**config.mk**
```make
export PLATFORM = sky130hd
export DESIGN_NAME = pipe_control_unit
export DESIGN_NICKNAME = d
export VERILOG_FILES = /design/src/rtl/pipe_control_unit.sv
export SDC_FILE = /design/constraint.sdc
export NUM_CORES = 1
export LEC_CHECK = 0
export CORE_MARGIN = 2
export CORE_UTILIZATION = 49
export CTS_BUF_LIST = sky130_fd_sc_hd__clkbuf_4 sky130_fd_sc_hd__clkbuf_8
export CTS_CLUSTER_SIZE = 28
export DETAILED_ROUTE_END_ITERATION = 12
export PLACE_DENSITY = 0.82
export SLEW_MARGIN = 20
export SYNTH_ARGS = -nofsm -noshare
export SYNTH_HDL_FRONTEND = slang
export SYNTH_SLANG_ARGS = --single-unit
```
**constraint.sdc**
```tcl
create_clock -name clk -period 3.1 [get_ports clk]
set_input_delay 0.62 -clock clk [delete_from_list [all_inputs] [get_ports clk]]
set_output_delay 0.62 -clock clk [all_outputs]
set_load 0.01 [all_outputs]
```
**src/rtl/pipe_control_unit.sv**
```systemverilog
// pipe_control_unit: pipelined MIPS control with load-use stall and jump/branch flush.
// Define PIPE_CTRL_PERF_EN to add saturating stallCount/flushCount outputs.
module pipe_control_unit #(
    parameter int FUNC_W       = 6,
    parameter int REG_W        = 5,
    parameter int BRANCH_STAGE = 2
) (
    input  logic              clk,
    input  logic              reset,
    input  logic [FUNC_W-1:0] inOpcode,
    input  logic [FUNC_W-1:0] inFunction,
    input  logic [REG_W-1:0]  inRs,
    input  logic [REG_W-1:0]  inRt,
    input  logic              inBranchTaken,
    output logic              stall,
    output logic              flushIFID,
    output logic              jumpID,
    output logic [1:0]        exRegDst,
    output logic              exALUSrc,
    output logic [1:0]        exALUOp,
    output logic [FUNC_W-1:0] exFunction,
    output logic [REG_W-1:0]  exRt,
    output logic              memBranch,
    output logic              memFlagBranch,
    output logic              memRead,
    output logic              memWrite,
    output logic [2:0]        memLoadDiv,
    output logic [1:0]        memStoreDiv,
    output logic              wbRegWrite,
    output logic [1:0]        wbMemtoReg
`ifdef PIPE_CTRL_PERF_EN
    ,
    output logic [31:0]       stallCount,
    output logic [31:0]       flushCount
`endif
);
    localparam logic [FUNC_W-1:0] OP_R = 0, OP_J = 2, OP_JAL = 3, OP_BEQ = 4, OP_BNE = 5;
    localparam logic [FUNC_W-1:0] OP_LB = 32, OP_LH = 33, OP_LW = 35, OP_LBU = 36, OP_LHU = 37, OP_LWU = 39;
    localparam logic [FUNC_W-1:0] OP_SB = 40, OP_SH = 41, OP_SW = 43;

    typedef struct packed {
        logic       reg_write;
        logic [1:0] mem_to_reg;
    } wb_t;

    typedef struct packed {
        logic       branch;
        logic       flag_branch;
        logic       mem_read;
        logic       mem_write;
        logic [2:0] load_div;
        logic [1:0] store_div;
        wb_t        wb;
    } mem_t;

    typedef struct packed {
        logic [1:0]        reg_dst;
        logic              alu_src;
        logic [1:0]        alu_op;
        logic [FUNC_W-1:0] func;
        logic [REG_W-1:0]  rt;
        mem_t              mem;
    } ex_t;

    ex_t  id_ctrl, id_ex;
    mem_t ex_mem;
    wb_t  mem_wb;
    logic is_r, is_load, is_store, is_br, is_imm, uses_rs, uses_rt, hazard, taken;

    assign is_r     = inOpcode == OP_R;
    assign is_load  = inOpcode inside {OP_LW, OP_LWU, OP_LB, OP_LBU, OP_LH, OP_LHU};
    assign is_store = inOpcode inside {OP_SW, OP_SB, OP_SH};
    assign is_br    = inOpcode inside {OP_BEQ, OP_BNE};
    assign jumpID   = inOpcode inside {OP_J, OP_JAL};
    assign is_imm   = !(is_r || is_load || is_store || is_br || jumpID);
    assign uses_rt  = is_r || is_br || is_store;
    assign uses_rs  = !jumpID;

    always_comb begin
        id_ctrl                    = '0;
        id_ctrl.reg_dst            = inOpcode == OP_JAL ? 2'd2 : is_r ? 2'd1 : 2'd0;
        id_ctrl.alu_src            = is_load || is_store || is_imm;
        id_ctrl.alu_op             = is_r ? 2'b10 : is_br ? 2'b01 : is_imm ? 2'b11 : 2'b00;
        id_ctrl.func               = is_r ? inFunction : inOpcode;
        id_ctrl.rt                 = inRt;
        id_ctrl.mem.branch         = is_br;
        id_ctrl.mem.flag_branch    = inOpcode == OP_BEQ;
        id_ctrl.mem.mem_read       = is_load;
        id_ctrl.mem.mem_write      = is_store;
        id_ctrl.mem.load_div       = inOpcode == OP_LWU ? 3'd1 : inOpcode == OP_LB ? 3'd2 :
                                     inOpcode == OP_LBU ? 3'd3 : inOpcode == OP_LH ? 3'd4 :
                                     inOpcode == OP_LHU ? 3'd5 : 3'd0;
        id_ctrl.mem.store_div      = inOpcode == OP_SB ? 2'd1 : inOpcode == OP_SH ? 2'd2 : 2'd0;
        id_ctrl.mem.wb.reg_write   = is_r || is_load || is_imm || inOpcode == OP_JAL;
        id_ctrl.mem.wb.mem_to_reg  = inOpcode == OP_JAL ? 2'd2 : is_load ? 2'd1 : 2'd0;
    end

    assign hazard = id_ex.mem.mem_read && id_ex.rt != '0 &&
                    ((uses_rs && id_ex.rt == inRs) || (uses_rt && id_ex.rt == inRt));
    assign taken  = inBranchTaken && (BRANCH_STAGE == 1 ? id_ex.mem.branch : ex_mem.branch);
    // a taken branch squashes the stalled instruction anyway, so it overrides the stall
    assign stall     = hazard && !taken;
    assign flushIFID = taken || (jumpID && !stall);

    always_ff @(posedge clk) begin
        if (reset) begin
            id_ex  <= '0;
            ex_mem <= '0;
            mem_wb <= '0;
        end else begin
            id_ex  <= (stall || taken) ? '0 : id_ctrl;
            ex_mem <= (taken && BRANCH_STAGE == 2) ? '0 : id_ex.mem;
            mem_wb <= ex_mem.wb;
        end
    end

`ifdef PIPE_CTRL_PERF_EN
    always_ff @(posedge clk) begin
        if (reset) begin
            stallCount <= '0;
            flushCount <= '0;
        end else begin
            stallCount <= stallCount + 32'(stall && !(&stallCount));
            flushCount <= flushCount + 32'(flushIFID && !(&flushCount));
        end
    end
`endif

    assign exRegDst      = id_ex.reg_dst;
    assign exALUSrc      = id_ex.alu_src;
    assign exALUOp       = id_ex.alu_op;
    assign exFunction    = id_ex.func;
    assign exRt          = id_ex.rt;
    assign memBranch     = ex_mem.branch;
    assign memFlagBranch = ex_mem.flag_branch;
    assign memRead       = ex_mem.mem_read;
    assign memWrite      = ex_mem.mem_write;
    assign memLoadDiv    = ex_mem.load_div;
    assign memStoreDiv   = ex_mem.store_div;
    assign wbRegWrite    = mem_wb.reg_write;
    assign wbMemtoReg    = mem_wb.mem_to_reg;
endmodule
```
==> impl_results.md, run 1 <==
* Clock Latency Late Sink at 0.29 ns
* Mapped Area at 1903 um^2
* Number of synthesized flops with an enable pin at 0
* Clk sinks at 42
* CP cell instances: clkdlybuf4s50_1 -> nor2b_1 -> or4_4 -> a2111oi_4 -> a2bb2oi_1 -> buf_2
* Area contributors post-synth: dfxtp_1 (44%), buf_4 (7.9%), nor3_2 (7.4%)
* Number of global-route vias before repair at 1310
* Initial Utilization at 0.5159
* Layout cells sized above 1 at 0.2500
* CTS Buf Count at 5
* XOR/XNOR share of the synthesized area at 0.05062
* Syn Nets at 199
* Max Buffers Root-to-Sink at 2
* Area Growth Syn to Fin at 30.77%
* Drt pass-1 iters at 4
* Total I/O pin count at 56
* Mean Syn Cell Area at 10.94 um^2
* Slowest library cell on the worst path: clkdlybuf4s50_1
* Fin crit share at 0.9806
* Setup-failing EPs final at 0
* Flops & latches, synth at 42
* RSZ-0062 raised after global routing: no
* Hold path start: id_ex[7]$_SDFF_PP0_
* Fin nets at 248
* Worst-path clk slew at 0.08 ns
* Crit path kind: input port to primary output
* Mux contribution to synthesized area at 0.005260
* Post-route minimum period at 3.040 ns
* Gr ovfl total at 0
* Rel. slew slack at 0.4622
* Setup ws final at 0.06018 ns
* Placed cell area at 2392 um^2
* Synth Area in Adders at 0
* Max-slew violation count at 0
* DRT iter0 DRCs at 45
* CP max FO at 4
* Final Instance Area at 2489 um^2
* Synth top area share at 0.4418
* # H-tree levels at 2
* Largest family of logic cells by synthesized area: simple AND/OR/NAND/NOR gates
* Worst slew pin tran at 0.8040 ns
* Global-route wire length before repair at 5982 um
* WL final at 3565 um
* Power per standard cell area at 432.7 nW/um^2
* Critical Path Start: inOpcode[0]
* All-Layer GR Usage at 0.1831
* Final hold viol count at 0
* Synth Area in Compound Gates at 0.09270
* Ys async rst share at 0
* Initial antenna violation count at 0
* Ant diodes at 0
* Type of the worst min-delay path: register to register
* Largest net degree at the start of global routing at 22
* Post-DRT Antenna Nets at 0
* Worst vdd ir at 0.0002656 V
* CTS tree: done
* Vias per cell at 4.864
* Worst slack at placement at -0.3299 ns
* Synth area leader: dfxtp_1
* Critical Path RT at 2.48 ns
* Worst Clk Skew at 0.002878 ns
* Ys flop type: dfxtp_1
* Core area at 3689 um^2
* Routed via count at 1323
* Hpwl dp at 2656 um
* Max Cap Violations at 0
* Peak Freq at 0.3290 GHz
* Synthesis Warnings at 0
* Num rows at 22
* Die width at 66.32 um
* Remaining DRCs at 0
* R2R Path Start: exRt[1]$_SDFF_PP0_
* Die height at 66.32 um
* Status: completed
* Placer Congestion at 0.8361
* Buffers on Ports at 55
* CP Capture Type: primary output
* Post-synthesis cell count at 174
* Die ar. at 4398 um^2
* Worst Path Arrival at 2.42 ns
* Yosys cell types at 43
* Routed len/inst at 13.11 um
* Leakage at 0.9592 nW
* Fillers at 282
* Max stage delay on crit path at 0.46 ns
* CTS Hold Bufs at 0
* Area share of and/or/nand/nor cells after synthesis at 0.2807
* CTS root buf: clkbuf_8
* Sequential area share after synthesis at 0.4418
* Crit start category: input port
## registers in the layout, indices dropped and copies added (netlist names), 2 cells and up
signal	cells
id_ex	11
ex_mem	3
exFunction	6
memLoadDiv	3
exRegDst	2
exALUOp	2
wbMemtoReg	2
memStoreDiv	2
exRt	5
## worst max-delay path, delay by kind of cell
family,cells,cell delay (ns)
AO/OA/AOI/OAI,2,0.61
buffers and inverters,2,0.61
AND/OR/NAND/NOR,2,0.58
## kinds of logic after synthesis
family / Yosys count
DFF: 42
buffers and inverters: 31
AOI/OAI and AO/OA: 19
muxes: 1
xor gates and xnor gates: 11
and+or+nand+nor: 70
## cell usage in the layout, fill, tap and decap left out, types with 2 or more instances in the layout
master	count
clkbuf_8	5
buf_4	17
a21oi_1	6
nand2_1	7
xnor2_1	10
nor2b_1	7
and2_1	13
nand2b_1	3
nor3b_1	2
nor3_1	2
nor3b_2	5
dlygate4sd2_1	3
nor2_1	3
nor3_2	14
nor4_1	3
dfxtp_1	42
clkdlybuf4s50_1	51
## worst paths after layout
check | to | slack (ns) | depth (start not counted)
worst max-delay path | stall | 0.06 | 6
worst min-delay path | memLoadDiv[2]$_SDFF_PP0_ | 0.43 | 1
worst max register to register | id_ex[11]$_SDFF_PP0_ | 1.09 | 5
worst min register to register | memLoadDiv[2]$_SDFF_PP0_ | 0.43 | 1
## power breakdown
part	leakage, nW	switching (W)	internal (W)
combinational	0.571	0.0000684	0.0000905
clock	0.0447	0.000193	0.000162
sequential	0.344	0.00000806	0.000555
total	0.959	0.000269	0.000808
## metal layers
layer | global-route usage | up-vias | wire (um)
met5 | 0 | - | 0
met4 | 0.07653 | 0 | 36
met3 | 0.05622 | 6 | 237
met2 | 0.3163 | 51 | 1787
met1 | 0.2072 | 598 | 1504
li1 | - | 668 | -
## cells in the mapped netlist (2+ instances only)
cell / n
nor2b_1: 7
clkbuf_1: 2
dfxtp_1: 42
nor3b_1: 2
nand2_1: 7
buf_6: 7
a21oi_1: 6
nand2b_1: 3
nor3_2: 14
or4_1: 2
nor3b_2: 5
nor3_1: 2
xnor2_1: 10
nor2_1: 3
buf_4: 20
nor4_1: 3
and2_1: 13
## final cells by class
cell class,count,area (um^2),area share
clock inverter,3,25.02,0.01006
sequential,42,840.8,0.3379
multi-input combinational,101,820.8,0.3298
inverter,1,3.754,0.001508
timing repair buffer,72,669.4,0.2690
clock buffer,5,68.82,0.02765
tap,48,60.06,0.02413
## stage by stage
step	util	TNS, ns	total power [W]	cells	hold WS (ns)
global placement	0.6465	-2.567	0.0007299	262	0.4127
CTS	0.6747	0	0.001092	272	0.4292
global route	0.6747	0	0.001127	272	0.4455
floorplan	-	0	0.0006695	174	0.4057
finish	0.6747	0	0.001077	272	0.4297
detailed placement	0.6486	-0.5976	0.0007349	263	0.4122
## what timing repair did
action | in CTS | in global routing
endpoints found under the setup margin | 3 | 0
buffers inserted | 1 | 0
resized for setup | 8 | 0
Power figures use the tool's default switching activity.
==> run 2: changes to the inputs <==
ABC_AREA = 1   (was default)
CORE_UTILIZATION = 47   (was 49)
PLACE_DENSITY = default   (was 0.82)
PLACE_DENSITY_LB_ADDON = 0.05   (was default)
==> impl_results.md, run 2 <==
* CTS tree: done (unchanged)
* Worst Hold Depth at 2 (was 1)
* Worst vdd ir at 0.0002958 V (was 0.0002656 V)
* Mean Syn Cell Area at 7.966 um^2 (was 10.94 um^2)
* Mapped Area at 1737 um^2 (was 1903 um^2)
* Critical Path RT at 2.48 ns (about the same)
* Die width at 64.79 um (was 66.32 um)
* Max Buffers Root-to-Sink at 2 (unchanged)
* Slowest library cell on the worst path: clkdlybuf4s50_1 (unchanged)
* CP top delay family: buffers and inverters (unchanged)
* Ys async rst share at 0 (unchanged)
* Max Cap Violations at 0 (unchanged)
* Worst r2r dst: exFunction[2]$_SDFF_PP0_ (was id_ex[11]$_SDFF_PP0_)
* Worst R2R Setup Slack at 1.57 ns (was 1.09 ns)
* Worst Path Arrival at 2.10 ns (was 2.42 ns)
* Die height at 64.79 um (was 66.32 um)
* Type of the worst min-delay path: register to register (unchanged)
* # H-tree levels at 2 (unchanged)
* Gr ovfl total at 0 (unchanged)
* Buffers on Ports at 55 (unchanged)
* Number of synthesized flops with an enable pin at 0 (unchanged)
* Crit start category: input port (unchanged)
* Synth Area in Compound Gates at 0.02810 (was 0.09270)
* Remaining DRCs at 0 (unchanged)
* Layout cells sized above 1 at 0.1402 (was 0.2500)
* Max-slew violation count at 0 (unchanged)
* Post-synth top cells: nor2_1 (46), dfxtp_1 (42), inv_1 (39), buf_4 (21), nand2_1 (16) (was dfxtp_1 (42), buf_4 (20), nor3_2 (14), and2_1 (13), xnor2_1 (10))
* Hold endpoint: wbRegWrite$_SDFF_PP0_ (was memLoadDiv[2]$_SDFF_PP0_)
* Ant diodes at 0 (unchanged)
* Routed len/inst at 9.535 um (was 13.11 um)
* Die ar. at 4197 um^2 (was 4398 um^2)
* Crit path kind: input port to primary output (unchanged)
* Worst slack at placement at 0.03090 ns (was -0.3299 ns)
* R2R Path Start: exRt[0]$_SDFF_PP0_ (was exRt[1]$_SDFF_PP0_)
* Most frequent cell after synthesis: nor2_1 (was dfxtp_1)
* Mux contribution to synthesized area at 0 (was 0.005260)
* DRT iter0 DRCs at 49 (was 45)
* Crit-path most repeated cell: clkdlybuf4s50_1
* CTS Buf Count at 5 (unchanged)
* R2R cell count at 10 (was 5)
* Setup ws final at 0.3771 ns (was 0.06018 ns)
* Post-synthesis cell count at 218 (was 174)
* Post-route minimum period at 2.723 ns (was 3.040 ns)
* Placed cell area at 2215 um^2 (was 2392 um^2)
* Placer Congestion at 0.9073 (was 0.8361)
* Hpwl dp at 2283 um (was 2656 um)
* Post-DRT Antenna Nets at 0 (unchanged)
* Pwr Total at 0.001127 W (was 0.001077 W)
* CTS root buf: clkbuf_8 (unchanged)
* Worst-path clk slew at 0.08 ns (about the same)
* Clk sinks at 42 (unchanged)
* Largest net degree at the start of global routing at 24 (was 22)
* Area Growth Syn to Fin at 35.52% (was 30.77%)
* CTS Hold Bufs at 0 (unchanged)
* Clock Latency Late Sink at 0.29 ns (about the same)
* Synth top area share at 0.4841 (was 0.4418)
* Leakage at 1.086 nW (was 0.9592 nW)
* Yosys cell types at 24 (was 43)
* Ys flop type: dfxtp_1 (unchanged)
* RSZ-0062 raised after global routing: no (unchanged)
* Worst slew pin tran at 0.5266 ns (was 0.8040 ns)
* Num rows at 22 (unchanged)
* Synth Area in Adders at 0 (unchanged)
* Total I/O pin count at 56 (unchanged)
* Most frequent cells in the layout: clkdlybuf4s50_1 (50), nor2_1 (43), dfxtp_1 (42) (was clkdlybuf4s50_1 (51), dfxtp_1 (42), buf_4 (17))
* Setup TNS at 0 ns (unchanged)
* Area share of and/or/nand/nor cells after synthesis at 0.2500 (was 0.2807)
* Worst Clk Skew at 0.004633 ns (was 0.002878 ns)
* All-Layer GR Usage at 0.1608 (was 0.1831)
* CP cell instances: clkdlybuf4s50_1 -> nor2_2 -> buf_4 -> nand3_2 -> inv_2 -> clkdlybuf4s50_1 (was clkdlybuf4s50_1 -> nor2b_1 -> or4_4 -> a2111oi_4 -> a2bb2oi_1 -> buf_2)
* Crit path buf inv count at 4 (was 2)
* Global-route wire length before repair at 5250 um (was 5982 um)
* CP Capture Type: primary output (unchanged)
* Initial antenna violation count at 0 (unchanged)
* Power per standard cell area at 478.7 nW/um^2 (was 432.7 nW/um^2)
* Area contributors post-synth: dfxtp_1 (48%), nor2_1 (9.9%), buf_4 (9.1%) (was dfxtp_1 (44%), buf_4 (7.9%), nor3_2 (7.4%))
* CP max FO at 3 (was 4)
* WL final at 2975 um (was 3565 um)
* Final Instance Area at 2354 um^2 (was 2489 um^2)
* Status: completed (unchanged)
* Initial Utilization at 0.4816 (was 0.5159)
* Hold path start: ex_mem[2]$_SDFF_PP0_ (was id_ex[7]$_SDFF_PP0_)
* Synthesis Warnings at 0 (unchanged)
* Post-CTS setup buffers at 0 (was 1)
* Flops & latches, synth at 42 (unchanged)
* Max reg flops at 11 (unchanged)
* Commonest non-fill, non-tap cell in the layout: clkdlybuf4s50_1 (unchanged)
* Max stage delay on crit path at 0.54 ns (was 0.46 ns)
* Sequential area share after synthesis at 0.4841 (was 0.4418)
* Largest Register: id_ex (unchanged)
* Final hold viol count at 0 (unchanged)
* XOR/XNOR share of the synthesized area at 0.04035 (was 0.05062)
* Largest family of logic cells by synthesized area: simple AND/OR/NAND/NOR gates (unchanged)
* Peak Freq at 0.3673 GHz (was 0.3290 GHz)
* Routed via count at 1348 (was 1323)
* Synth area leader: dfxtp_1 (unchanged)
* Setup-failing EPs final at 0 (unchanged)
* Fin crit share at 0.8783 (was 0.9806)
* Drt pass-1 iters at 5 (was 4)
* Fin nets at 288 (was 248)
* Rel. slew slack at 0.6490 (was 0.4622)
* Vias per cell at 4.321 (was 4.864)
* Number of global-route vias before repair at 1244 (was 1310)
* Syn Nets at 243 (was 199)
* Core area at 3606 um^2 (was 3689 um^2)
-- run 2: changes by cell type after synthesis, moves of 7 or more --
cell	before	now
nor2_1	3	46
nand3_1	1	11
nor2b_1	7	0
inv_1	1	39
nand2_1	7	16
and2_1	13	1
nor2_2	0	12
nor3_2	14	0
-- run 2: worst max-delay path by stage --
stage | from | end | cells past startpoint
after floorplan | inOpcode[1] | stall | 8
after global placement | inOpcode[1] | stall | 9
after detailed placement | inOpcode[3] | stall | 9
after CTS | inOpcode[2] | stall | 9
after global routing | inOpcode[4] | jumpID | 6
final | inOpcode[4] | jumpID | 6
-- run 2: metal layers --
metal | part of all wire | track usage | vias to the layer above
li1 | - | - | 712
met2 | 0.46 | 0.2564 | 43
met4 | 0.015 | 0.06383 | 0
met3 | 0.065 | 0.05382 | 8
met5 | 0 | 0 | -
met1 | 0.46 | 0.1996 | 585
-- run 2: what timing repair did --
| action | CTS | global route |
|---|---|---|
| hold endpoints to repair | 0 | 0 |
| resized for setup | 0 | 9 |
| endpoints found under the setup margin | 0 | 1 |
-- run 2: cell type report --
| class | instances | area, um^2 |
|---|---|---|
| multi-input combinational | 111 | 565.5 |
| inverter | 40 | 150.1 |
| fill | 329 | 1252 |
| tap | 48 | 60.06 |
| timing repair buffer | 63 | 623.1 |
| clock buffer | 6 | 76.32 |
| clock inverter | 2 | 37.54 |
| sequential | 42 | 840.8 |
-- run 2: worst register-to-register path, stage by stage (launching register included) --
cell	delay [ns]
dfxtp_1	0.38
inv_1	0.07
nand2_1	0.06
nand2_1	0.05
a21oi_1	0.15
nand3_1	0.10
nand2_1	0.08
nand2_2	0.06
buf_4	0.15
nand2_4	0.25
nor2_1	0.08
-- run 2: cell families (layout without fill, tap and decap cells) --
| family | after synthesis | after routing |
|---|---|---|
| DFF | 42 | 42 |
| and+or+nand+nor | 94 | 94 |
| buffers and inverters | 65 | 111 |
| AOI/OAI and AO/OA | 9 | 9 |
| xor gates and xnor gates | 8 | 8 |
-- run 2: through the flow --
stage,hold slack [ns],util,std cells
floorplan,0.3883,-,218
global placement,0.3918,0.6142,304
detailed placement,0.3925,0.6142,304
CTS,0.4041,0.6457,312
global route,0.4133,0.6527,312
finish,0.4017,0.6527,312
-- run 2: where the power goes --
group          leakage [nW]  total, W  internal (W)  switching (W)
registers             0.344  0.000563      0.000556     0.00000757
clock network        0.0548  0.000425      0.000249       0.000177
logic                 0.688  0.000138     0.0000753      0.0000629
==> run 3: changes to the inputs <==
GPL_TIMING_DRIVEN = 0   (was default)
==> impl_results.md, run 3 (synthesis results as in run 2) <==
* RSZ-0062 raised after global routing: no (unchanged)
* Worst slew pin tran at 0.4998 ns (was 0.5266 ns)
* CTS Hold Bufs at 0 (unchanged)
* Met1 wire length at 1393 um (was 1378 um)
* Commonest non-fill, non-tap cell in the layout: clkdlybuf4s50_1 (unchanged)
* DRT iter0 DRCs at 60 (was 49)
* Total I/O pin count at 56 (unchanged)
* Largest Register: id_ex (unchanged)
* Die width at 64.79 um (unchanged)
* Critical Path RT at 2.48 ns (about the same)
* Top layer in use: met4 (unchanged)
* Max reg flops at 11 (unchanged)
* Final hold viol count at 0 (unchanged)
* Peak Freq at 0.3392 GHz (was 0.3673 GHz)
* Hpwl dp at 2228 um (was 2283 um)
* CTS Buf Count at 5 (unchanged)
* Initial antenna violation count at 0 (unchanged)
* Clk sinks at 42 (unchanged)
* Max Buffers Root-to-Sink at 2 (unchanged)
* All-Layer GR Usage at 0.1632 (was 0.1608)
* Largest net degree at the start of global routing at 14 (was 24)
* Post-DRT Antenna Nets at 0 (unchanged)
* Global-route wire length before repair at 5326 um (was 5250 um)
* Met2 WL at 1361 um (was 1356 um)
* Num rows at 22 (unchanged)
* Setup TNS at 0 ns (unchanged)
* Min Hold Slack at 0.4035 ns (was 0.4017 ns)
* Fin nets at 303 (was 288)
* Setup ws final at 0.1520 ns (was 0.3771 ns)
* Number of global-route vias before repair at 1264 (was 1244)
* Layout cells sized above 1 at 0.1828 (was 0.1402)
* Routed len/inst at 9.125 um (was 9.535 um)
* Status: completed (unchanged)
* Fillers at 327 (was 329)
* Clock Latency Late Sink at 0.30 ns (was 0.29 ns)
* Ant diodes at 0 (unchanged)
* Worst slack at placement at -0.1173 ns (was 0.03090 ns)
* Initial Utilization at 0.4816 (unchanged)
* Routed via count at 1375 (was 1348)
* Gr ovfl total at 0 (unchanged)
* CP Capture Type: primary output (unchanged)
* Post-route minimum period at 2.948 ns (was 2.723 ns)
* Buffers on Ports at 53 (was 55)
* Rel. slew slack at 0.6668 (was 0.6490)
* Leakage at 1.120 nW (was 1.086 nW)
* Placer Congestion at 0.8261 (was 0.9073)
* Core area at 3606 um^2 (unchanged)
* Worst R2R Setup Slack at 1.75 ns (was 1.57 ns)
* Power per standard cell area at 466.9 nW/um^2 (was 478.7 nW/um^2)
* Crit path kind: input port to primary output (unchanged)
* Worst Path Arrival at 2.33 ns (was 2.10 ns)
* Max Cap Violations at 0 (unchanged)
* Type of the worst min-delay path: register to register (unchanged)
* Remaining DRCs at 0 (unchanged)
* Die ar. at 4197 um^2 (unchanged)
* Max-slew violation count at 0 (unchanged)
* Area Growth Syn to Fin at 41.35% (was 35.52%)
* Worst-path clk slew at 0.07 ns (was 0.08 ns)
* WL final at 2984 um (was 2975 um)
* Worst Clk Skew at 0.007387 ns (was 0.004633 ns)
* CP max FO at 6 (was 3)
* Fin crit share at 0.9510 (was 0.8783)
* Vias per cell at 4.205 (was 4.321)
* # H-tree levels at 2 (unchanged)
* CTS root buf: clkbuf_8 (unchanged)
* Most frequent cells in the layout: clkdlybuf4s50_1 (49), nor2_1 (45), dfxtp_1 (42) (was clkdlybuf4s50_1 (50), nor2_1 (43), dfxtp_1 (42))
* Crit start category: input port (unchanged)
* Setup-failing EPs final at 0 (unchanged)
* Die height at 64.79 um (unchanged)
* CTS tree: done (unchanged)
* DR WL met3 at 169 um (was 194 um)
* Worst vdd ir at 0.0002337 V (was 0.0002958 V)
* Drt pass-1 iters at 4 (was 5)
==> run 3: changes by cell type in the layout (fill, tap and decap cells not counted), sizes merged <==
cell           change
buf               +16
dlymetal6s2s       -5
dlygate4sd2        +3
clkbuf             +1
clkdlybuf4s15      +1
clkdlybuf4s50      -1
==> run 3: power by group <==
part	total, W	internal [W]	switching (W)	leakage, nW
combinational	0.000149	0.0000842	0.0000650	0.722
sequential	0.000563	0.000556	0.00000747	0.344
clock	0.000434	0.000249	0.000185	0.0548
==> run 3: timing repair <==
action                     CTS  global route
setup buffers                0             0
setup endpoints to repair    1             1
resized for setup            8             1
pin swaps                    1             0
==> run 3: worst max-delay path, stage by stage <==
cell and delay, ns:
dlygate4sd2_1 0.29, inv_1 0.11, nor2_4 0.18, nand3_2 0.12
nand3_1 0.11, nand3_1 0.08, nand2_1 0.07, nand2_2 0.09
nor2_1 0.11, clkdlybuf4s50_1 0.54
==> run 3: final cells by class <==
class,count,area (um^2),area share
Buffer,25,192.7,0.07849
Sequential cell,42,840.8,0.3425
Timing Repair Buffer,53,526.8,0.2146
Multi-Input combinational cell,111,570.5,0.2324
Inverter,40,150.1,0.06116
Clock inverter,2,37.54,0.01529
Clock buffer,6,76.32,0.03109
Tap cell,48,60.06,0.02446
==> run 3: path summary, 6_finish.rpt <==
path	startpoint	to	depth (start not counted)
setup / recovery	inOpcode[5]	stall	10
setup reg to reg	exRt[0]$_SDFF_PP0_	id_ex[9]$_SDFF_PP0_	10
hold reg to reg	ex_mem[2]$_SDFF_PP0_	wbRegWrite$_SDFF_PP0_	2
hold / removal	ex_mem[2]$_SDFF_PP0_	wbRegWrite$_SDFF_PP0_	2
==> run 3: layer usage <==
layer  vias up  GRT usage
met4         0    0.07181
met1       583     0.1989
li1        747          -
met3         6    0.04514
met2        39     0.2680
met5         -          0
==> run 3: per-stage QoR <==
step	power, W	instances	util	cell area (um^2)
after global placement	0.0007244	319	0.6454	2327
after CTS	0.001155	327	0.6804	2454
after floorplan	0.0006556	218	-	1737
after global routing	0.001197	327	0.6808	2455
final	0.001146	327	0.6808	2455
after detailed placement	0.0007249	319	0.6454	2327
